==> config.mk <==
export PLATFORM = sky130hd
export DESIGN_NAME = enemy_wave_sequencer
export DESIGN_NICKNAME = d
export VERILOG_FILES = /design/src/rtl/enemy_pkg.sv /design/src/rtl/frame_delay_counter.sv /design/src/rtl/enemy_wave_sequencer.sv
export SDC_FILE = /design/constraint.sdc
export NUM_CORES = 1
export LEC_CHECK = 0
export CAP_MARGIN = 10
export CORE_UTILIZATION = 56
export CTS_BUF_LIST = sky130_fd_sc_hd__clkbuf_2
export DETAILED_ROUTE_END_ITERATION = 8
export PLACE_DENSITY = 0.88
export SETUP_SLACK_MARGIN = 0.4
export SLEW_MARGIN = 20
export SYNTH_ARGS = -nofsm -noshare
export SYNTH_HDL_FRONTEND = slang
export SYNTH_SLANG_ARGS = --single-unit
==> constraint.sdc <==
create_clock -name clk -period 4.07 [get_ports clk]
set_clock_uncertainty 0.15 [all_clocks]
set_input_delay 0.407 -clock clk [delete_from_list [all_inputs] [get_ports clk]]
set_output_delay 0.407 -clock clk [all_outputs]
set_load 0.1 [all_outputs]
==> src/rtl/enemy_pkg.sv <==
// ---------------------------------------------------------------------------
// enemy_pkg
// Shared types and constants for the enemy wave sequencer.
//   wave_state_t : game/wave controller states
//   ENEMY_ID_W   : width of the drawing requestor id carried with hit events
//   SPEED_W      : width of the enemy X speed
//   KILL_W       : width of the kill counter
//   wave_speed() : speed applied at the spawn of a given wave
// ---------------------------------------------------------------------------
package enemy_pkg;

  localparam int ENEMY_ID_W = 4;
  localparam int SPEED_W    = 11;
  localparam int KILL_W     = 8;

  typedef enum logic [2:0] {
    IDLE  = 3'd0,
    SPAWN = 3'd1,
    PLAY  = 3'd2,
    CLEAR = 3'd3,
    OVER  = 3'd4,
    WIN   = 3'd5
  } wave_state_t;

  // Speed for a wave. The sum is formed in 12 bits, capped at max_speed, then
  // clamped to the 11-bit speed range. With speedup disabled the initial speed
  // is used unchanged for every wave.
  function automatic logic [SPEED_W-1:0] wave_speed(
    input logic [3:0]  wave,
    input logic [11:0] init_speed,
    input logic [11:0] step,
    input logic [11:0] max_speed,
    input logic        speedup_en
  );
    logic [11:0] raw;
    logic [11:0] capped;
    if (speedup_en) begin
      raw    = init_speed + (12'(wave) * step);
      capped = (raw > max_speed) ? max_speed : raw;
    end else begin
      raw    = init_speed;
      capped = raw;
    end
    wave_speed = (capped > 12'd2047) ? 11'd2047 : capped[SPEED_W-1:0];
  endfunction

endpackage

==> src/rtl/frame_delay_counter.sv <==
// ---------------------------------------------------------------------------
// frame_delay_counter
// Counts video-frame pulses while enabled and flags when TERMINAL frames have
// been seen. The count holds at TERMINAL until cleared.
//   clk      in  system clock
//   resetN   in  asynchronous active-low reset
//   clear_i  in  synchronous clear of the count (has priority)
//   enable_i in  count frame pulses while high
//   frame_i  in  one-cycle frame pulse
//   done_o   out count has reached TERMINAL
// ---------------------------------------------------------------------------
module frame_delay_counter #(
  parameter int TERMINAL = 60
) (
  input  logic clk,
  input  logic resetN,
  input  logic clear_i,
  input  logic enable_i,
  input  logic frame_i,
  output logic done_o
);

  localparam int CNT_W = $clog2(TERMINAL + 1);
  localparam logic [CNT_W-1:0] CNT_TERM = CNT_W'(TERMINAL);

  logic [CNT_W-1:0] count_q;
  logic [CNT_W-1:0] count_d;
  logic             done_s;

  assign done_s = (count_q == CNT_TERM);
  assign done_o = done_s;

  // Next count: clear wins, otherwise advance on a frame until terminal.
  always_comb begin
    count_d = count_q;
    if (clear_i) begin
      count_d = '0;
    end else if (enable_i && frame_i && !done_s) begin
      count_d = count_q + CNT_W'(1);
    end else begin
      count_d = count_q;
    end
  end

  // Count register.
  always_ff @(posedge clk or negedge resetN) begin
    if (!resetN) begin
      count_q <= '0;
    end else begin
      count_q <= count_d;
    end
  end

endmodule

==> src/rtl/enemy_wave_sequencer.sv <==
// ---------------------------------------------------------------------------
// enemy_wave_sequencer
// Game-level controller for the enemy stock: owns the per-enemy alive map,
// sequences waves (spawn -> play -> clear delay -> next wave) and ends the
// game when an enemy lands or the final wave is cleared.
// Build option: define WAVE_SPEEDUP_EN to raise the enemy speed every wave;
// without it the speed stays at ENEMY_INITIAL_SPEED.
//   clk            in  system clock
//   resetN         in  asynchronous active-low reset
//   startOfFrame   in  one-cycle pulse per video frame
//   startGame      in  one-cycle start/restart request
//   hitPulse       in  one-cycle shot-to-enemy collision
//   hitId          in  id of the enemy hit, valid with hitPulse
//   enemyLanded    in  an alive enemy reached the player line (level)
//   aliveMap       out bit i = enemy i alive
//   enemySpeed     out X speed for all enemies
//   waveNumber     out current wave, 0-based
//   killCount      out kills this game, saturating
//   waveStartPulse out one-cycle pulse: enemies reload initial positions
//   gameOver       out high in OVER and WIN
//   gameWon        out high in WIN
// ---------------------------------------------------------------------------
module enemy_wave_sequencer
  import enemy_pkg::*;
#(
  parameter int AMOUNT_OF_ENEMIES   = 2,
  parameter int ENEMY_INITIAL_SPEED = 120,
  parameter int SPEED_STEP          = 20,
  parameter int MAX_SPEED           = 400,
  parameter int CLEAR_DELAY_FRAMES  = 60,
  parameter int MAX_WAVES           = 8
) (
  input  logic                         clk,
  input  logic                         resetN,
  input  logic                         startOfFrame,
  input  logic                         startGame,
  input  logic                         hitPulse,
  input  logic [ENEMY_ID_W-1:0]        hitId,
  input  logic                         enemyLanded,
  output logic [AMOUNT_OF_ENEMIES-1:0] aliveMap,
  output logic [SPEED_W-1:0]           enemySpeed,
  output logic [3:0]                   waveNumber,
  output logic [KILL_W-1:0]            killCount,
  output logic                         waveStartPulse,
  output logic                         gameOver,
  output logic                         gameWon
);

`ifdef WAVE_SPEEDUP_EN
  localparam logic SPEEDUP_EN = 1'b1;
`else
  localparam logic SPEEDUP_EN = 1'b0;
`endif

  localparam logic [AMOUNT_OF_ENEMIES-1:0] ALL_ALIVE  = {AMOUNT_OF_ENEMIES{1'b1}};
  localparam logic [AMOUNT_OF_ENEMIES-1:0] ID0_MASK   = AMOUNT_OF_ENEMIES'(1);
  localparam logic [3:0]                   LAST_WAVE  = 4'(MAX_WAVES - 1);
  localparam logic [KILL_W-1:0]            KILL_MAX   = {KILL_W{1'b1}};
  localparam logic [SPEED_W-1:0]           INIT_SPEED = SPEED_W'(ENEMY_INITIAL_SPEED);

  wave_state_t                  state_q, state_d;
  logic [AMOUNT_OF_ENEMIES-1:0] alive_q, alive_d;
  logic [SPEED_W-1:0]           speed_q, speed_d;
  logic [3:0]                   wave_q, wave_d;
  logic [KILL_W-1:0]            kill_q, kill_d;
  logic                         pulse_q, pulse_d;
  logic                         over_q, over_d;
  logic                         won_q, won_d;

  logic [AMOUNT_OF_ENEMIES-1:0] hit_mask_s;
  logic                         hit_valid_s;
  logic                         frame_done_s;
  logic [SPEED_W-1:0]           spawn_speed_s;

  // An id at or beyond the enemy count shifts the single bit out of the mask,
  // so out-of-range ids never match an alive enemy.
  assign hit_mask_s    = ID0_MASK << hitId;
  assign hit_valid_s   = hitPulse && ((alive_q & hit_mask_s) != '0);
  assign spawn_speed_s = wave_speed(wave_q, 12'(ENEMY_INITIAL_SPEED), 12'(SPEED_STEP),
                                    12'(MAX_SPEED), SPEEDUP_EN);

  // The delay restarts from zero every time CLEAR is entered.
  frame_delay_counter #(
    .TERMINAL (CLEAR_DELAY_FRAMES)
  ) u_clear_delay (
    .clk      (clk),
    .resetN   (resetN),
    .clear_i  (state_q != CLEAR),
    .enable_i (state_q == CLEAR),
    .frame_i  (startOfFrame),
    .done_o   (frame_done_s)
  );

  // Next-state and next-output logic for the wave controller.
  always_comb begin
    state_d = state_q;
    alive_d = alive_q;
    speed_d = speed_q;
    wave_d  = wave_q;
    kill_d  = kill_q;
    pulse_d = 1'b0;
    over_d  = over_q;
    won_d   = won_q;
    case (state_q)
      IDLE: begin
        if (startGame) state_d = SPAWN;
        else           state_d = IDLE;
      end
      SPAWN: begin
        alive_d = ALL_ALIVE;
        speed_d = spawn_speed_s;
        pulse_d = 1'b1;
        state_d = PLAY;
      end
      PLAY: begin
        // A landing ends the game even if a hit arrives in the same cycle.
        if (enemyLanded) begin
          state_d = OVER;
          alive_d = '0;
          over_d  = 1'b1;
        end else if (alive_q == '0) begin
          state_d = CLEAR;
        end else if (hit_valid_s) begin
          alive_d = alive_q & ~hit_mask_s;
          if (kill_q != KILL_MAX) kill_d = kill_q + KILL_W'(1);
          else                    kill_d = kill_q;
        end else begin
          state_d = PLAY;
        end
      end
      CLEAR: begin
        if (frame_done_s) begin
          if (wave_q == LAST_WAVE) begin
            state_d = WIN;
            alive_d = '0;
            over_d  = 1'b1;
            won_d   = 1'b1;
          end else begin
            wave_d  = wave_q + 4'd1;
            state_d = SPAWN;
          end
        end else begin
          state_d = CLEAR;
        end
      end
      OVER, WIN: begin
        alive_d = '0;
        if (startGame) begin
          state_d = SPAWN;
          wave_d  = 4'd0;
          kill_d  = '0;
          over_d  = 1'b0;
          won_d   = 1'b0;
        end else begin
          state_d = state_q;
        end
      end
      default: begin
        state_d = IDLE;
      end
    endcase
  end

  // State and output registers.
  always_ff @(posedge clk or negedge resetN) begin
    if (!resetN) begin
      state_q <= IDLE;
      alive_q <= '0;
      speed_q <= INIT_SPEED;
      wave_q  <= 4'd0;
      kill_q  <= '0;
      pulse_q <= 1'b0;
      over_q  <= 1'b0;
      won_q   <= 1'b0;
    end else begin
      state_q <= state_d;
      alive_q <= alive_d;
      speed_q <= speed_d;
      wave_q  <= wave_d;
      kill_q  <= kill_d;
      pulse_q <= pulse_d;
      over_q  <= over_d;
      won_q   <= won_d;
    end
  end

  assign aliveMap       = alive_q;
  assign enemySpeed     = speed_q;
  assign waveNumber     = wave_q;
  assign killCount      = kill_q;
  assign waveStartPulse = pulse_q;
  assign gameOver       = over_q;
  assign gameWon        = won_q;

endmodule
=== Word-level counts from Yosys, hierarchy flattened ===
Index checks and enable logic that the tools add are counted.

* Bits in registers: 26
* Input port bits: 10
* Output and inout bits: 28
* Word-level logic and storage cells: 88

* Add/sub/neg operators: 3
* Equal/unequal tests: 21
* Shift operators: 1
* Muxes and demuxes: 33
* Bitwise logic cells: 3
* Reduce and logical (&&, ||, !) cells: 19

{| class="wikitable"
|+ Operator list
! operator !! number
|-
| two-way mux 8 bit || 5
|-
| two-way mux 3 bit || 6
|-
| inequality test 2 bit (second input constant) || 9
|-
| case mux 8 bit (2 select lines) || 1
|-
| case mux 3 bit (5 select lines) || 1
|-
| two-way mux 4 bit || 3
|-
| two-way mux 6 bit || 2
|-
| two-way mux 2 bit || 5
|-
| AND reduction 5 bit || 2
|-
| adder 8 x 1 -> 8 bit (second input constant) || 1
|-
| inequality test 8 bit (second input constant) || 1
|-
| case mux 2 bit (4 select lines) || 1
|-
| case mux 4 bit (2 select lines) || 1
|-
| AND reduction 4 bit || 2
|-
| nonzero test 2 bit || 4
|-
| adder 6 x 1 -> 6 bit (second input constant) || 1
|-
| equality test 3 x 2 -> 1 bit (second input constant) || 2
|-
| equality test 3 bit (second input constant) || 2
|-
| equality test 6 bit (second input constant) || 1
|-
| two-way mux 1 bit || 6
|-
| inequality test 3 bit (second input constant) || 2
|-
| AND reduction 6 bit || 1
|-
| adder 4 x 1 -> 4 bit (second input constant) || 1
|-
| AND 2 bit || 2
|-
| other kinds (16) || 18
|}

=== Depth between registers and ports, before layout ===
Gate-level depths: netlist of run 1.

* Word-level depth: 8
* Depth in mapped cells: 6

=== Hierarchy ===
Synthesis of run 1 repeated with hierarchy kept, for this count alone.

* Cell total of the unflattened synthesis: 182
* Area total of the unflattened synthesis: 1731.7 µm²

{| class="wikitable"
|+ By module, submodules not included
! module !! times used !! cells each !! area an instance (µm²)
|-
| enemy_wave_sequencer || 1 || 142 || 1345.0
|-
| frame_delay_counter || 1 || 40 || 386.6
|}

=== Least setup slack after synthesis of run 1 ===
OpenSTA, ideal clock, no wires.

* Path type: flip-flop to flip-flop
* Start point: register kill_q[0] (netlist: killCount[0])
* End point: register kill_q[4] (netlist: killCount[4])
* Arrival time: 2.168 ns
* Data required time: 3.835 ns
* Setup slack: 1.667 ns
* Stages on the path, launching flop included: 6
* Buffers on the path: 0
* Period minus slack after synthesis: 2.403 ns
* Path through: dfrtp_1 > ha_1 > and3_1 > a2111oi_4 > a41oi_1 > a31oi_1

* Cells in the longest elaborated chain, start to end: 6

{| class="wikitable"
|+ Ends and longest elaborated chain
! what !! line !! source
|-
| from (decl) || enemy_wave_sequencer.sv:65 || <nowiki>logic [KILL_W-1:0] kill_q, kill_d;</nowiki>
|-
| from (signal assigned) || enemy_wave_sequencer.sv:180 || <nowiki>kill_q <= kill_d;</nowiki>
|-
| adder 8 x 1 -> 8 bit || enemy_wave_sequencer.sv:125 || <nowiki>if (kill_q != KILL_MAX) kill_d = kill_q + KILL_W'(1);</nowiki>
|-
| two-way mux 8 bit || enemy_wave_sequencer.sv:125 ||
|-
| two-way mux 8 bit || enemy_wave_sequencer.sv:123 || <nowiki>end else if (hit_valid_s) begin</nowiki>
|-
| two-way mux 8 bit || enemy_wave_sequencer.sv:121 || <nowiki>end else if (alive_q == '0) begin</nowiki>
|-
| two-way mux 8 bit || enemy_wave_sequencer.sv:117 || <nowiki>if (enemyLanded) begin</nowiki>
|-
| case mux 8 bit (2 select lines) || enemy_wave_sequencer.sv:104 || <nowiki>case (state_q)</nowiki>
|}

Parallel ways exist; a longest one is shown, timed or not. The select of a mux whose other input is x is not followed.
A chain may end at the register's enable or synchronous reset.

=== Worst setup path in the final report of run 1 ===
* Start point: register kill_q[2] (netlist: killCount[2])
* End point: output port killCount[2]

{| class="wikitable"
|+ RTL lines
! what !! line !! source
|-
| to (decl) || enemy_wave_sequencer.sv:43 || <nowiki>output logic [KILL_W-1:0] killCount,</nowiki>
|}

No word-level cell between the ends.

==> results of run 1 <==
[cell usage after synthesis (3+ instances only)]
cell type	number
ha_1	4
buf_2	3
o21ai_0	13
dfrtp_1	26
nor2b_1	3
nor2_1	7
a21oi_1	8
inv_1	9
nand2_1	15
xor2_1	4
clkbuf_1	4
nor3b_1	3
nand4_1	3
a31oi_1	8
a21o_1	3
nand3_1	5
mux2i_1	4
buf_4	11
and3_1	5
and4_1	3
[through the flow]
step | utilization (%) | hold slack, ns | power, W | worst slack, ns
3_5_place_dp | 67.2 | 0.289 | 0.00130 | 1.53
2_1_floorplan | - | -0.0386 | 0.00113 | 1.67
6_report | 69.2 | 0.375 | 0.00147 | 1.35
3_3_place_gp | 67.4 | 0.344 | 0.00128 | 1.60
4_1_cts | 69.2 | 0.378 | 0.00147 | 1.34
5_1_grt | 69.2 | 0.392 | 0.00154 | 1.27
[registers in the layout (all words and copies together), names as in the netlist]
name	cells
gameOver	1
gameWon	1
killCount	8
state_q	3
aliveMap	2
waveNumber	4
waveStartPulse	1
u_clear_delay.count_q	6
[where the power goes]
| part | internal [W] | switching, W |
|---|---|---|
| clock network | 0.0000846 | 0.0000816 |
| logic | 0.000238 | 0.000638 |
| registers | 0.000328 | 0.0000988 |
[worst max path at each step]
stage                      start  cells past startpoint  slack, ns      endpoint
global placement        hitId[3]                      5       1.60  killCount[1]
global route        killCount[2]                      1       1.27  killCount[2]
finish              killCount[2]                      1       1.35  killCount[2]
CTS                 killCount[2]                      1       1.34  killCount[2]
floorplan           killCount[0]                      5       1.67  killCount[4]
detailed placement      hitId[3]                      5       1.53  killCount[1]
[cells in the final DEF, fill, tap and decap left out, types with 5 or more instances in the layout]
cell type and n:
conb_1 11, clkdlybuf4s50_1 25, inv_1 9, o21ai_0 13
nor2_1 7, nand2_1 15, a31oi_1 8, nand3_1 5
dfrtp_1 26, and3_1 5, a21oi_1 8
[area by class of cell]
class	count	area share, %
Clock inverter	1	1.55
Sequential cell	26	33.5
Tap cell	31	2.00
Timing Repair Buffer	27	13.7
Inverter	9	1.74
Multi-Input combinational cell	136	46.7
Clock buffer	3	0.774
[timing repair]
item	in CTS	in global routing
hold buffers	1	0
setup endpoints to repair	0	0
hold endpoints to repair	26	0
[layer usage]
metal	global-route usage, %	vias up
li1	-	689
met1	29.1	691
met2	46.3	61
met3	3.46	7
met4	11.5	0
met5	0	-
[kinds of logic (layout without fill, tap and decap cells)]
| kind of cell | Yosys count | count (layout) | synth area share, % |
|---|---|---|---|
| multiplexers | 4 | 4 | 2.38 |
| other | 2 | 11 | 0.447 |
| buffers and inverters | 28 | 40 | 9.37 |
| XOR/XNOR | 5 | 5 | 2.60 |
| flip-flops | 26 | 26 | 38.7 |
| AO/OA/AOI/OAI | 54 | 54 | 23.2 |
| adder cells (fa/ha/maj) | 4 | 4 | 2.98 |
| AND/OR/NAND/NOR | 58 | 58 | 20.3 |
==> metrics.md, run 1 <==
| Metric | Value |
|---|---|
| # DRC | `2` |
| Post-DR wirelength/cell | `15.9 um` |
| Hold Startpoint | `killCount[6]` |
| Post-DP HPWL | `2.69 mm` |
| CTS Buf Count | `3` |
| Worst vdd ir | `0.403 mV` |
| TNS Setup | `0 ns` |
| Worst EP required | `3.51 ns` |
| Io pins | `38` |
| DR vias | `1,448` |
| First-iteration detailed-routing DRC count | `66` |
| CP max-delay cell | `clkdlybuf4s50_1` |
| Multi-input logic area | `907 um2` |
| Synth Warn # | `0` |
| Fin. max-slew vios | `0` |
| Most used DFF post-synth | `dfrtp_1` |
| GP Congestion | `0.843` |
| Worst-Skew Late Latency | `0.37 ns` |
| PD cells | `757 nW/um2` |
| CTS clk-pin slew, worst paths | `0.27 ns` |
| Post-CTS setup buffer count | `0` |
| Worst path max stage delay | `1.20 ns` |
| Root buffer cell | `clkbuf_2` |
| Crit start category | `register` |
| Placed cell area | `1890 um2` |
| Violated checks | `DRC` |
| CP max FO | `11` |
| Drt first pass iters | `6` |
| Top cell type's share of synthesized area | `38.7%` |
| Via-per-instance ratio | `6.21` |
| Slew headroom | `34.8%` |
| FF/Latch Area | `651 um2` |
| Nets | `217` |
| Number of global-route vias before repair | `1,460` |
| Post-Syn Area | `1680 um2` |
| Hold Vio Cnt, Final | `0` |
| TritonCTS Sinks | `26` |
| Design area | `1940 um2` |
| Actual slew at the worst max-slew pin | `0.974 ns` |
| Worst hold stages | `1` |
| #FFs+latches synth | `26` |
| Syn Inst Count | `181` |
| Max cap viols | `0` |
| WL met1 | `1.61 mm` |
| Global route overflow | `0` |
| Gr usage total | `25.3%` |
| Placed cells | `228` |
| WL final | `3.72 mm` |
| Fmax | `367 MHz` |
| Endpoints failing setup | `0` |
| RSZ-0062 raised after global routing | `false` |
| CP endpoint kind | `output port` |
| Post-route ant nets | `0` |
| Initial antenna violation count | `0` |
| TritonCTS clock tree | `yes` |
| Yosys top cell by area | `dfrtp_1` |
| Top delay family on crit path | `buffers and inverters` |
| Initial Utilization | `59.9%` |
| R2r startpoint | `state_q[0]` |
| Met2 WL post-DR | `1.90 mm` |
| First-pass GRT wire length | `6.35 mm` |
| Async set-reset flop share out of synthesis | `100%` |
| Finished Layout Cells | `233` |
| Port Buffers | `26` |
| CTS max path bufs | `2` |
| Core Footprint | `2810 um2` |
| Layout fillers | `234` |
| Share of cells above drive strength 1 | `5.94%` |
| Met3 WL | `170 um` |
| Die width | `56.8 um` |
| WP buf/inv | `1` |
| Area delta synth->final | `15.4%` |
| Distinct cells, synth | `52` |
| Period utilisation layout | `66.9%` |
| Ant diodes | `0` |
| Status | `finished with violations` |
| Cell Rows | `19` |
| Critical-path cell list | `clkdlybuf4s50_1` |
| Largest net degree at the start of global routing | `27` |
| Die area | `3230 um2` |
| Minimum clock period | `2.72 ns` |
| Die Y-Extent | `56.8 um` |
| Lkg Pwr | `0.874 nW` |
| Post-CTS Resized | `0` |
| Setup Crit Path Kind | `register to output port` |
| H-tree depth | `1` |
| Hold Crit Class | `register to register` |
| Hold Path End | `killCount[6]` |
| Syn Area/Cell | `9.29 um2` |
| Reg-to-reg slack, setup | `1.85 ns` |
| R2R depth | `4` |
| Post-synthesis sequential area ratio | `38.7%` |
| Ranking of synthesized cells by area | `dfrtp_1 39%, buf_4 4.9%, o21ai_0 3.9%` |
| CP arrival | `2.16 ns` |
| Reg2reg end | `killCount[4]` |
| Number of synthesized flops with an enable pin | `0` |
| Max layer used | `met4` |
(Power assumes the default switching activity.)
==> run 2, diff against run 1 <==
--- a/config.mk
+++ b/config.mk
@@ -6,10 +6,10 @@
 export NUM_CORES = 1
 export LEC_CHECK = 0
 export CAP_MARGIN = 10
-export CORE_UTILIZATION = 56
+export CORE_UTILIZATION = 47
 export CTS_BUF_LIST = sky130_fd_sc_hd__clkbuf_2
 export DETAILED_ROUTE_END_ITERATION = 8
-export PLACE_DENSITY = 0.88
+export PLACE_DENSITY = 0.78
 export SETUP_SLACK_MARGIN = 0.4
 export SLEW_MARGIN = 20
 export SYNTH_ARGS = -nofsm -noshare
==> constraint.sdc (replaced) <==
create_clock -name clk -period 2.28 [get_ports clk]
set_clock_uncertainty 0.15 [all_clocks]
set_input_delay 0.228 -clock clk [delete_from_list [all_inputs] [get_ports clk]]
set_output_delay 0.228 -clock clk [all_outputs]
set_load 0.1 [all_outputs]
==> metrics.md, run 2 (synthesis gave the netlist of run 1 again) <==
| Metric | Value |
|---|---|
| Max layer used | `met4` |
| Number of flip-flops under the largest register name | `8 (unchanged)` |
| Finished Layout Cells | `259 (+11%)` |
| Met3 WL | `177 um (+4.1%)` |
| Endpoints failing setup | `0 (unchanged)` |
| CP endpoint kind | `register` |
| H-tree depth | `1 (unchanged)` |
| First-pass GRT wire length | `5.89 mm (-7.3%)` |
| Fin util | `61.7% (-7.5 points)` |
| CP arrival | `2.04 ns (-0.12 ns)` |
| Nets | `228 (+5.1%)` |
| Die area | `3820 um2 (+18%)` |
| Worst-Skew Late Latency | `0.34 ns (-0.03 ns)` |
| Initial Utilization | `49.6% (-10 points)` |
| Lkg Pwr | `0.929 nW (+6.3%)` |
| Core Footprint | `3390 um2 (+21%)` |
| # DRC | `0 (-2)` |
| Placed cells | `248 (+8.8%)` |
| WL met1 | `1.76 mm (+9.8%)` |
| Commonest non-fill, non-tap cells in the layout | `29 x buf_4, 15 x nand2_1, 13 x o21ai_0, 11 x conb_1, 10 x dfrtp_1` |
| Max cap viols | `0 (unchanged)` |
| Met2 WL post-DR | `1.79 mm (-5.6%)` |
| Io pins | `38 (unchanged)` |
| WL final | `3.77 mm (+1.4%)` |
| Setup Crit Path Kind | `register to register` |
| Minimum clock period | `1.90 ns` |
| CTS max path bufs | `2 (unchanged)` |
| Post-DP HPWL | `2.76 mm (+2.6%)` |
| Worst EP required | `2.41 ns (-1.10 ns)` |
| DR vias | `1,444 (-0.28%)` |
| Post-DR wirelength/cell | `14.6 um (-8.8%)` |
| CTS Buf Count | `3 (unchanged)` |
| Most common cell after layout, fill and taps aside | `buf_4` |
| Port Buffers | `26 (unchanged)` |
| Die Y-Extent | `61.8 um (+8.8%)` |
| Area delta synth->final | `24.3%` |
| Period utilisation layout | `83.5%` |
| PD cells | `1300 nW/um2 (+72%)` |
| TritonCTS clock tree | `yes` |
| TritonCTS Sinks | `26 (unchanged)` |
| Via-per-instance ratio | `5.58 (-10%)` |
| Worst vdd ir | `0.935 mV (+130%)` |
| First-iteration detailed-routing DRC count | `42 (-36%)` |
| Initial antenna violation count | `0 (unchanged)` |
| CP max FO | `4 (-7)` |
| Gr usage total | `20.8% (-4.5 points)` |
| Root buffer cell | `clkbuf_2` |
| GP Congestion | `0.799 (-5.3%)` |
| TNS Setup | `0 ns (unchanged)` |
| Cell Rows | `21 (+2)` |
| Status | `completed` |
| Drt first pass iters | `4 (-2)` |
| Hold Crit Class | `input port to async pin` |
| Global route overflow | `0 (unchanged)` |
| Fmax | `525 MHz` |
| Hold Vio Cnt, Final | `0 (unchanged)` |
| RSZ-0062 raised after global routing | `true` |
| Fin. max-slew vios | `0 (unchanged)` |
| Reg-to-reg slack, setup | `0.38 ns (-1.47 ns)` |
| Crit start category | `register` |
| Actual slew at the worst max-slew pin | `0.473 ns (-0.501 ns)` |
| Largest net degree at the start of global routing | `27 (unchanged)` |
| Ant diodes | `0 (unchanged)` |
| CTS Hold Bufs | `0 (-1)` |
| Die width | `61.8 um (+8.8%)` |
| Share of cells above drive strength 1 | `30.5% (+25 points)` |
| Number of global-route vias before repair | `1,335 (-8.6%)` |
| CTS clk-pin slew, worst paths | `0.24 ns (-0.03 ns)` |
| Post-route ant nets | `0 (unchanged)` |
| Slew headroom | `67.6% (+33 points)` |
run 2: cell count changes in the layout (fill, tap and decap cells not counted), moves of 2 or more:
cell	previous run	this run
ha_1	4	2
nor3b_2	0	2
nor3b_1	3	1
clkdlybuf4s50_1	25	9
dfrtp_2	0	9
ha_4	0	2
dfrtp_1	26	10
buf_4	0	29
dfrtp_4	0	7
run 2: layout make-up:
cell class,count,area [um2]
flip-flops and latches,26,688
inverters,9,33.8
repair buffers,38,308
multi-input cells,136,983
well taps,46,57.6
fillers,290,1300
clock buffers,4,20.0
run 2: what timing repair did:
item / CTS / global route
setup endpoints to repair: 8 / 12
buffers inserted: 4 / 3
pin swaps: 1 / 0
gates resized for setup: 3 / 6
run 2: metrics by stage:
stage / hold WS, ns / area [um2] / worst slack, ns / power [W]
2_1_floorplan: -0.218 / 1790 / 0.368 / 0.00209
3_3_place_gp: 0.331 / 1980 / 0.0700 / 0.00237
3_5_place_dp: 0.332 / 1980 / 0.0240 / 0.00242
4_1_cts: 0.0523 / 2030 / 0.400 / 0.00265
5_1_grt: 0.0811 / 2090 / 0.323 / 0.00285
6_report: 0.0574 / 2090 / 0.377 / 0.00272
run 2: metal layers:
metal  up-vias  global-route usage, %
met5         -                      0
met1       695                   27.8
met2        41                   34.4
li1        704                      -
met3         4                   3.93
met4         0                   6.35
run 2: worst max-delay path, cell delays in order, from the launching register on:
cell and delay (ns):
dfrtp_1 0.44, or4b_4 0.56, a2111oi_4 0.37, a41oi_1 0.16, a31oi_1 0.17
run 2: power breakdown:
part	switching, W	internal, W
clock	0.000131	0.0000463
combinational	0.00125	0.000520
sequential	0.000145	0.000623
total	0.00153	0.00119
run 2: final timing paths:
| check | depth (start not counted) | end | from |
|---|---|---|---|
| setup / recovery | 4 | killCount[4] | state_q[0] |
| hold / removal | 2 | u_clear_delay.count_q[5] | resetN |
| setup reg to reg | 4 | killCount[4] | state_q[0] |
| hold reg to reg | 1 | killCount[6] | killCount[6] |
| max in group asynchronous | 2 | waveNumber[1] | resetN |
| min in group clk | 1 | killCount[6] | killCount[6] |
==> run 3, diff against run 2 <==
--- a/config.mk
+++ b/config.mk
@@ -6,10 +6,10 @@
 export NUM_CORES = 1
 export LEC_CHECK = 0
 export CAP_MARGIN = 10
-export CORE_UTILIZATION = 47
+export CORE_UTILIZATION = 52
 export CTS_BUF_LIST = sky130_fd_sc_hd__clkbuf_2
 export DETAILED_ROUTE_END_ITERATION = 8
-export PLACE_DENSITY = 0.78
+export PLACE_DENSITY = 0.82
 export SETUP_SLACK_MARGIN = 0.4
 export SLEW_MARGIN = 20
 export SYNTH_ARGS = -nofsm -noshare
==> constraint.sdc (replaced) <==
create_clock -name clk -period 1.78 [get_ports clk]
set_clock_uncertainty 0.15 [all_clocks]
set_input_delay 0.178 -clock clk [delete_from_list [all_inputs] [get_ports clk]]
set_output_delay 0.178 -clock clk [all_outputs]
set_load 0.1 [all_outputs]
==> metrics.md, run 3 (synthesis gave the netlist of run 1 again) <==
| Metric | Value |
|---|---|
| Hold Path End | `state_q[0]` |
| Post-DR wirelength/cell | `24.9 um (+71%)` |
| Worst vdd ir | `1.27 mV (+36%)` |
| Hold Crit Class | `input port to register` |
| Cell Rows | `20 (-4.8%)` |
| CP max FO | `3 (-1)` |
| Violated checks | `setup timing` |
| Share of cells above drive strength 1 | `53.5% (+23 points)` |
| TritonCTS Sinks | `26 (unchanged)` |
| CTS max path bufs | `2 (unchanged)` |
| CTS clk-pin slew, worst paths | `0.27 ns (+0.03 ns)` |
| TritonCTS clock tree | `yes` |
| Pre-CTS setup slack | `-0.434 ns (-0.458 ns)` |
| Worst-Skew Late Latency | `0.41 ns (+0.07 ns)` |
| Root buffer cell | `clkbuf_2` |
| Multi-input logic area | `1190 um2 (+21%)` |
| Initial Utilization | `55.1% (+5.5 points)` |
| Most common cell after layout, fill and taps aside | `buf_4` |
| Crit start category | `register` |
| Die area | `3470 um2 (-9.3%)` |
| Critical-path cell list | `or4b_4 > a2111oi_4 > buf_4 > a21oi_2 > a21oi_1` |
| Layout fillers | `64 (-78%)` |
| R2r startpoint | `state_q[0]` |
| WL final | `7.42 mm (+97%)` |
| Fin. max-slew vios | `0 (unchanged)` |
| Port Buffers | `26 (unchanged)` |
| TNS Setup | `-1.54 ns (-1.54 ns)` |
| Minimum clock period | `2.01 ns (+0.106 ns)` |
| Number of flip-flops under the largest register name | `8 (unchanged)` |
| Max cap viols | `0 (unchanged)` |
| PD cells | `1690 nW/um2 (+30%)` |
| Hold Vio Cnt, Final | `0 (unchanged)` |
| Die Y-Extent | `58.9 um (-4.8%)` |
| CP endpoint kind | `register` |
| FF/Latch Area | `696 um2 (+1.1%)` |
| Endpoints failing setup | `16 (+16)` |
| H-tree depth | `1 (unchanged)` |
| CP max-delay cell | `or4b_4` |
| First-iteration detailed-routing DRC count | `224 (+430%)` |
| Commonest non-fill, non-tap cells in the layout | `30 x buf_4, 21 x buf_6, 17 x buf_12, 14 x nand2_1, 12 x dfrtp_1` |
| Area delta synth->final | `74.8%` |
| Io pins | `38 (unchanged)` |
| Post-DP HPWL | `3.18 mm (+15%)` |
| Die width | `58.9 um (-4.8%)` |
| Nets | `269 (+18%)` |
| Largest net degree at the start of global routing | `27 (unchanged)` |
| Reg2reg end | `killCount[2]` |
| Hold Startpoint | `startGame` |
| Worst EP required | `1.98 ns (-0.43 ns)` |
| Ant diodes | `0 (unchanged)` |
| Period utilisation layout | `113% (+29 points)` |
| Worst hold stages | `3` |
| RSZ-0062 raised after global routing | `true` |
| Status | `finished with violations` |
| Fmax | `498 MHz (-5.3%)` |
| Via-per-instance ratio | `6.73 (+21%)` |
| Initial antenna violation count | `0 (unchanged)` |
| Drt first pass iters | `6 (+2)` |
| Power Total | `0.00496 W (+82%)` |
| Core Footprint | `3050 um2 (-9.9%)` |
| R2R depth | `5 (+1)` |
| Reg-to-reg slack, setup | `-0.23 ns (-0.61 ns)` |
| Worst Slack Setup Final | `-0.229 ns (-0.606 ns)` |
| First-pass GRT wire length | `8.59 mm (+46%)` |
| Global route overflow | `0 (unchanged)` |
| Lkg Pwr | `1.26 nW (+36%)` |
| # DRC | `0 (unchanged)` |
| GP Congestion | `0.863 (+8.0%)` |
| Worst path max stage delay | `0.55 ns (about the same)` |
| Post-route ant nets | `0 (unchanged)` |
| Number of global-route vias before repair | `1,740 (+30%)` |
| CP arrival | `2.21 ns (+0.17 ns)` |
| DR vias | `2,007 (+39%)` |
| Setup Crit Path Kind | `register to register` |
| Gr usage total | `33.0% (+12 points)` |
| CTS Buf Count | `3 (unchanged)` |
==> run 3: cell count changes in the layout (fill, tap and decap cells not counted), sizes merged <==
cell	previous run	this run
clkbuf	4	3
buf	29	69
dlygate4sd3	0	1
bufinv	0	1
==> run 3: worst max-delay path: cells and delay by family, from the launching register on <==
kind,cells,cell delay (ns)
compound gates,3,0.55
simple gates,1,0.55
buf+inv,1,0.21
flops,1,0.47
==> run 3: final cells by class <==
cell class | count | area share [%]
Multi-Input combinational cell | 136 | 40.6
Timing Repair Buffer | 79 | 31.2
Sequential cell | 26 | 23.7
Tap cell | 44 | 1.87
Inverter | 9 | 1.15
Clock inverter | 1 | 1.02
Clock buffer | 3 | 0.511
==> run 3: power breakdown <==
part	internal, W	switching [W]	leakage, nW
combinational	0.00144	0.00206	0.918
clock	0.000193	0.000206	0.0266
sequential	0.000794	0.000260	0.316
==> run 3: timing repair <==
action / 4_1_cts / 5_1_grt
hold buffers: 1 / 0
setup buffers: 14 / 16
endpoints found under the hold margin: 26 / 0
resized for setup: 28 / 37
endpoints found under the setup margin: 39 / 43
pin swaps: 17 / 18
==> run 3: worst max-delay path by stage <==
stage,from,end,cells after the start
3_3_place_gp,hitId[3],killCount[1],5
5_1_grt,state_q[2],waveNumber[1],6
4_1_cts,state_q[0],killCount[4],4
2_1_floorplan,killCount[1],killCount[4],5
3_5_place_dp,hitId[3],killCount[1],5
6_report,state_q[0],killCount[2],5
==> run 3: routing by layer <==
layer,GRT usage (%),vias to the layer above,part of all wire (%)
met4,7.48,0,6.1
li1,-,789,-
met3,6.81,62,9.7
met1,42.3,955,36
met5,0,-,0
met2,57.3,201,49
==> run 3: metrics by stage <==
| step | hold WS [ns] | std cells | utilization (%) | cell area [um2] |
|---|---|---|---|---|
| finish | 0.439 | 298 | 96.3 | 2940 |
| global route | 0.414 | 298 | 96.3 | 2940 |
| CTS | 0.389 | 282 | 87.1 | 2660 |
| detailed placement | 0.421 | 263 | 78.2 | 2390 |
| global placement | 0.394 | 263 | 78.2 | 2390 |
| floorplan | -0.268 | 190 | - | 1870 |
==> variant 1, RTL diff (flow settings as in run 3) <==
`SPEEDUP_EN`: 1'b0 -> 1'b1.
--- a/src/rtl/enemy_wave_sequencer.sv
+++ b/src/rtl/enemy_wave_sequencer.sv
@@ -51,3 +51,3 @@
 `else
-  localparam logic SPEEDUP_EN = 1'b0;
+  localparam logic SPEEDUP_EN = 1'b1;
 `endif
Function: no difference found for any inputs over 10 cycles, from zero or initial values and one cycle with resetN low; that may be too few to reach the edited logic, so the function may still have changed.
==> variant 1 against run 3 <==
The run now fails in clock tree synthesis (4_1_cts). Area after synthesis up 28%. Synthesized cell count up 27%.
==> variant 1: results (changes against run 3) <==
Seq/Total Area, Yosys: 0.3988 (+0.01193)
status: aborted with a tool error
Halt Stage: clock tree synthesis (4_1_cts)
CTS-repair resized insts: 54 (+93%)
Distinct cells, synth: 55 (+5.8%)
share of flip-flops with an asynchronous set or reset: 1.000 (unchanged)
Synth Flop Type: dfrtp_1
clock sink count: 34 (+31%)
H-tree depth: 2 (+1)
PortBufs: 34 (+31%)
Commonest cells post-synth: dfrtp_1, o21ai_0, nand2_1, nor2_1, inv_1
dpl cells: 359 (+37%)
DPL Wire Length: 5074 um (+59%)
synth warn: 0 (unchanged)
tool error: [ERROR DPL-0038] Utilization greater than 100%, impossible to legalize
pre-CTS WS: -899.5 ps (-465.8 ps)
gp weighted congestion: 0.9016 (+4.5%)
cell count after synthesis: 230 (+27%)
CTS root buf: clkbuf_2
top area cells in the synthesized netlist: dfrtp_1, ha_1, dfstp_2
# Post-CTS Setup Buffers: 28 (+14)
Max clock buf depth: 2 (unchanged)
TritonCTS Buffers: 5 (+2)
==> variant 1: through the flow <==
step | area (um^2) | hold WS [ps] | utilization | setup TNS [ps]
floorplan | 2361 | -267.6 | - | -7762
global placement | 3344 | 371.2 | 0.8804 | -5355
detailed placement | 3344 | 372.8 | 0.8804 | -7436
==> variant 1: cell families after synthesis <==
family                   after synthesis  synth area share
AO/OA/AOI/OAI                         66            0.2111
XOR/XNOR                               9           0.03674
adder cells (fa/ha/maj)               13           0.07930
buffers and inverters                 24           0.05772
flip-flops                            34            0.3988
multiplexers                           1          0.005247
other                                  1          0.001748
AND/OR/NAND/NOR                       82            0.2093
==> variant 2, RTL diff (settings of run 3) <==
Without the edit above. Add an input register stage for `hitPulse`; this delays it by one clock. The other inputs are not delayed to match. Comments in the files are not updated.
--- a/src/rtl/enemy_wave_sequencer.sv
+++ b/src/rtl/enemy_wave_sequencer.sv
@@ -60,2 +60,8 @@
 
+  logic hitPulse_q;
+
+  always_ff @(posedge clk) begin
+    hitPulse_q <= hitPulse;
+  end
+
   wave_state_t                  state_q, state_d;
@@ -77,3 +83,3 @@
   assign hit_mask_s    = ID0_MASK << hitId;
-  assign hit_valid_s   = hitPulse && ((alive_q & hit_mask_s) != '0);
+  assign hit_valid_s   = hitPulse_q && ((alive_q & hit_mask_s) != '0);
   assign spawn_speed_s = wave_speed(wave_q, 12'(ENEMY_INITIAL_SPEED), 12'(SPEED_STEP),
Check against the original RTL: not equivalent (a bounded check fails within 4 cycles, from zero or initial values and one cycle with resetN low).
==> variant 2 against run 3 <==
The run now fails in global routing (5_1_grt). Area after synthesis down 3.8%.
==> variant 2: results (changes against run 3) <==
PortBufs: 26 (unchanged)
status: aborted with a tool error
share of flip-flops with an asynchronous set or reset: 0.9630 (-0.03704)
gp weighted congestion: 0.8747 (+1.4%)
top area cells in the synthesized netlist: dfrtp_1, buf_4, nor4b_4
H-tree depth: 1 (unchanged)
TritonCTS Buffers: 3 (unchanged)
Distinct cells, synth: 52 (unchanged)
cell count after synthesis: 163 (-9.9%)
tool error: [ERROR DPL-0033] detailed placement checks failed during check placement.
Max clock buf depth: 2 (unchanged)
Worst EP Category: register input
initial antenna violation count: 1
GR repair worst EP: killCount[4]$_DFFE_PN0P_/D
CTS root buf: clkbuf_2
dpl cells: 235 (-11%)
largest net degree at the start of global routing: 27
Halt Stage: global routing (5_1_grt)
Commonest cells post-synth: dfrtp_1, buf_4, nand3_1, nor2_1, o21ai_0
Synth Flop Type: dfrtp_1
synth warn: 0 (unchanged)
DPL Wire Length: 2966 um (-6.8%)
Seq/Total Area, Yosys: 0.4145 (+0.02764)
clock sink count: 27 (+3.8%)
[variant 2: cell count changes after synthesis, moves of 3 or more]
cell | before | now
nor2_1 | 7 | 11
a21oi_1 | 8 | 5
and3_1 | 5 | 2
and4_1 | 3 | 0
buf_2 | 3 | 0
nor4b_4 | 0 | 3
inv_1 | 9 | 5
o31ai_1 | 0 | 3
clkbuf_1 | 4 | 1
nand3_1 | 5 | 11
o21ai_0 | 13 | 10
nand2_1 | 15 | 9
[variant 2: metrics by stage]
stage | hold WS, ps | util | setup TNS [ps] | setup WS [ps] | instance area [um^2]
after floorplan | -267.6 | - | -172.6 | -154.0 | 1798
after global placement | 380.0 | 0.8105 | -1113 | -180.6 | 2312
after detailed placement | 399.9 | 0.8105 | -1602 | -253.4 | 2312
after CTS | 2.114 | 0.9175 | 0 | 29.47 | 2618
[variant 2: kinds of logic after synthesis]
logic type / count (synthesis) / share of synthesized area
AOI/OAI and AO/OA: 44 / 0.1864
adders and majority gates: 4 / 0.03094
and+or+nand+nor: 59 / 0.2390
other: 2 / 0.004642
muxes: 4 / 0.02552
DFF: 27 / 0.4145
xor gates and xnor gates: 5 / 0.02707
buffers and inverters: 18 / 0.07192
[variant 2: what timing repair did]
item / 4_1_cts
gates resized for setup: 28
setup buffers: 25
setup endpoints to repair: 35
pin swaps: 15
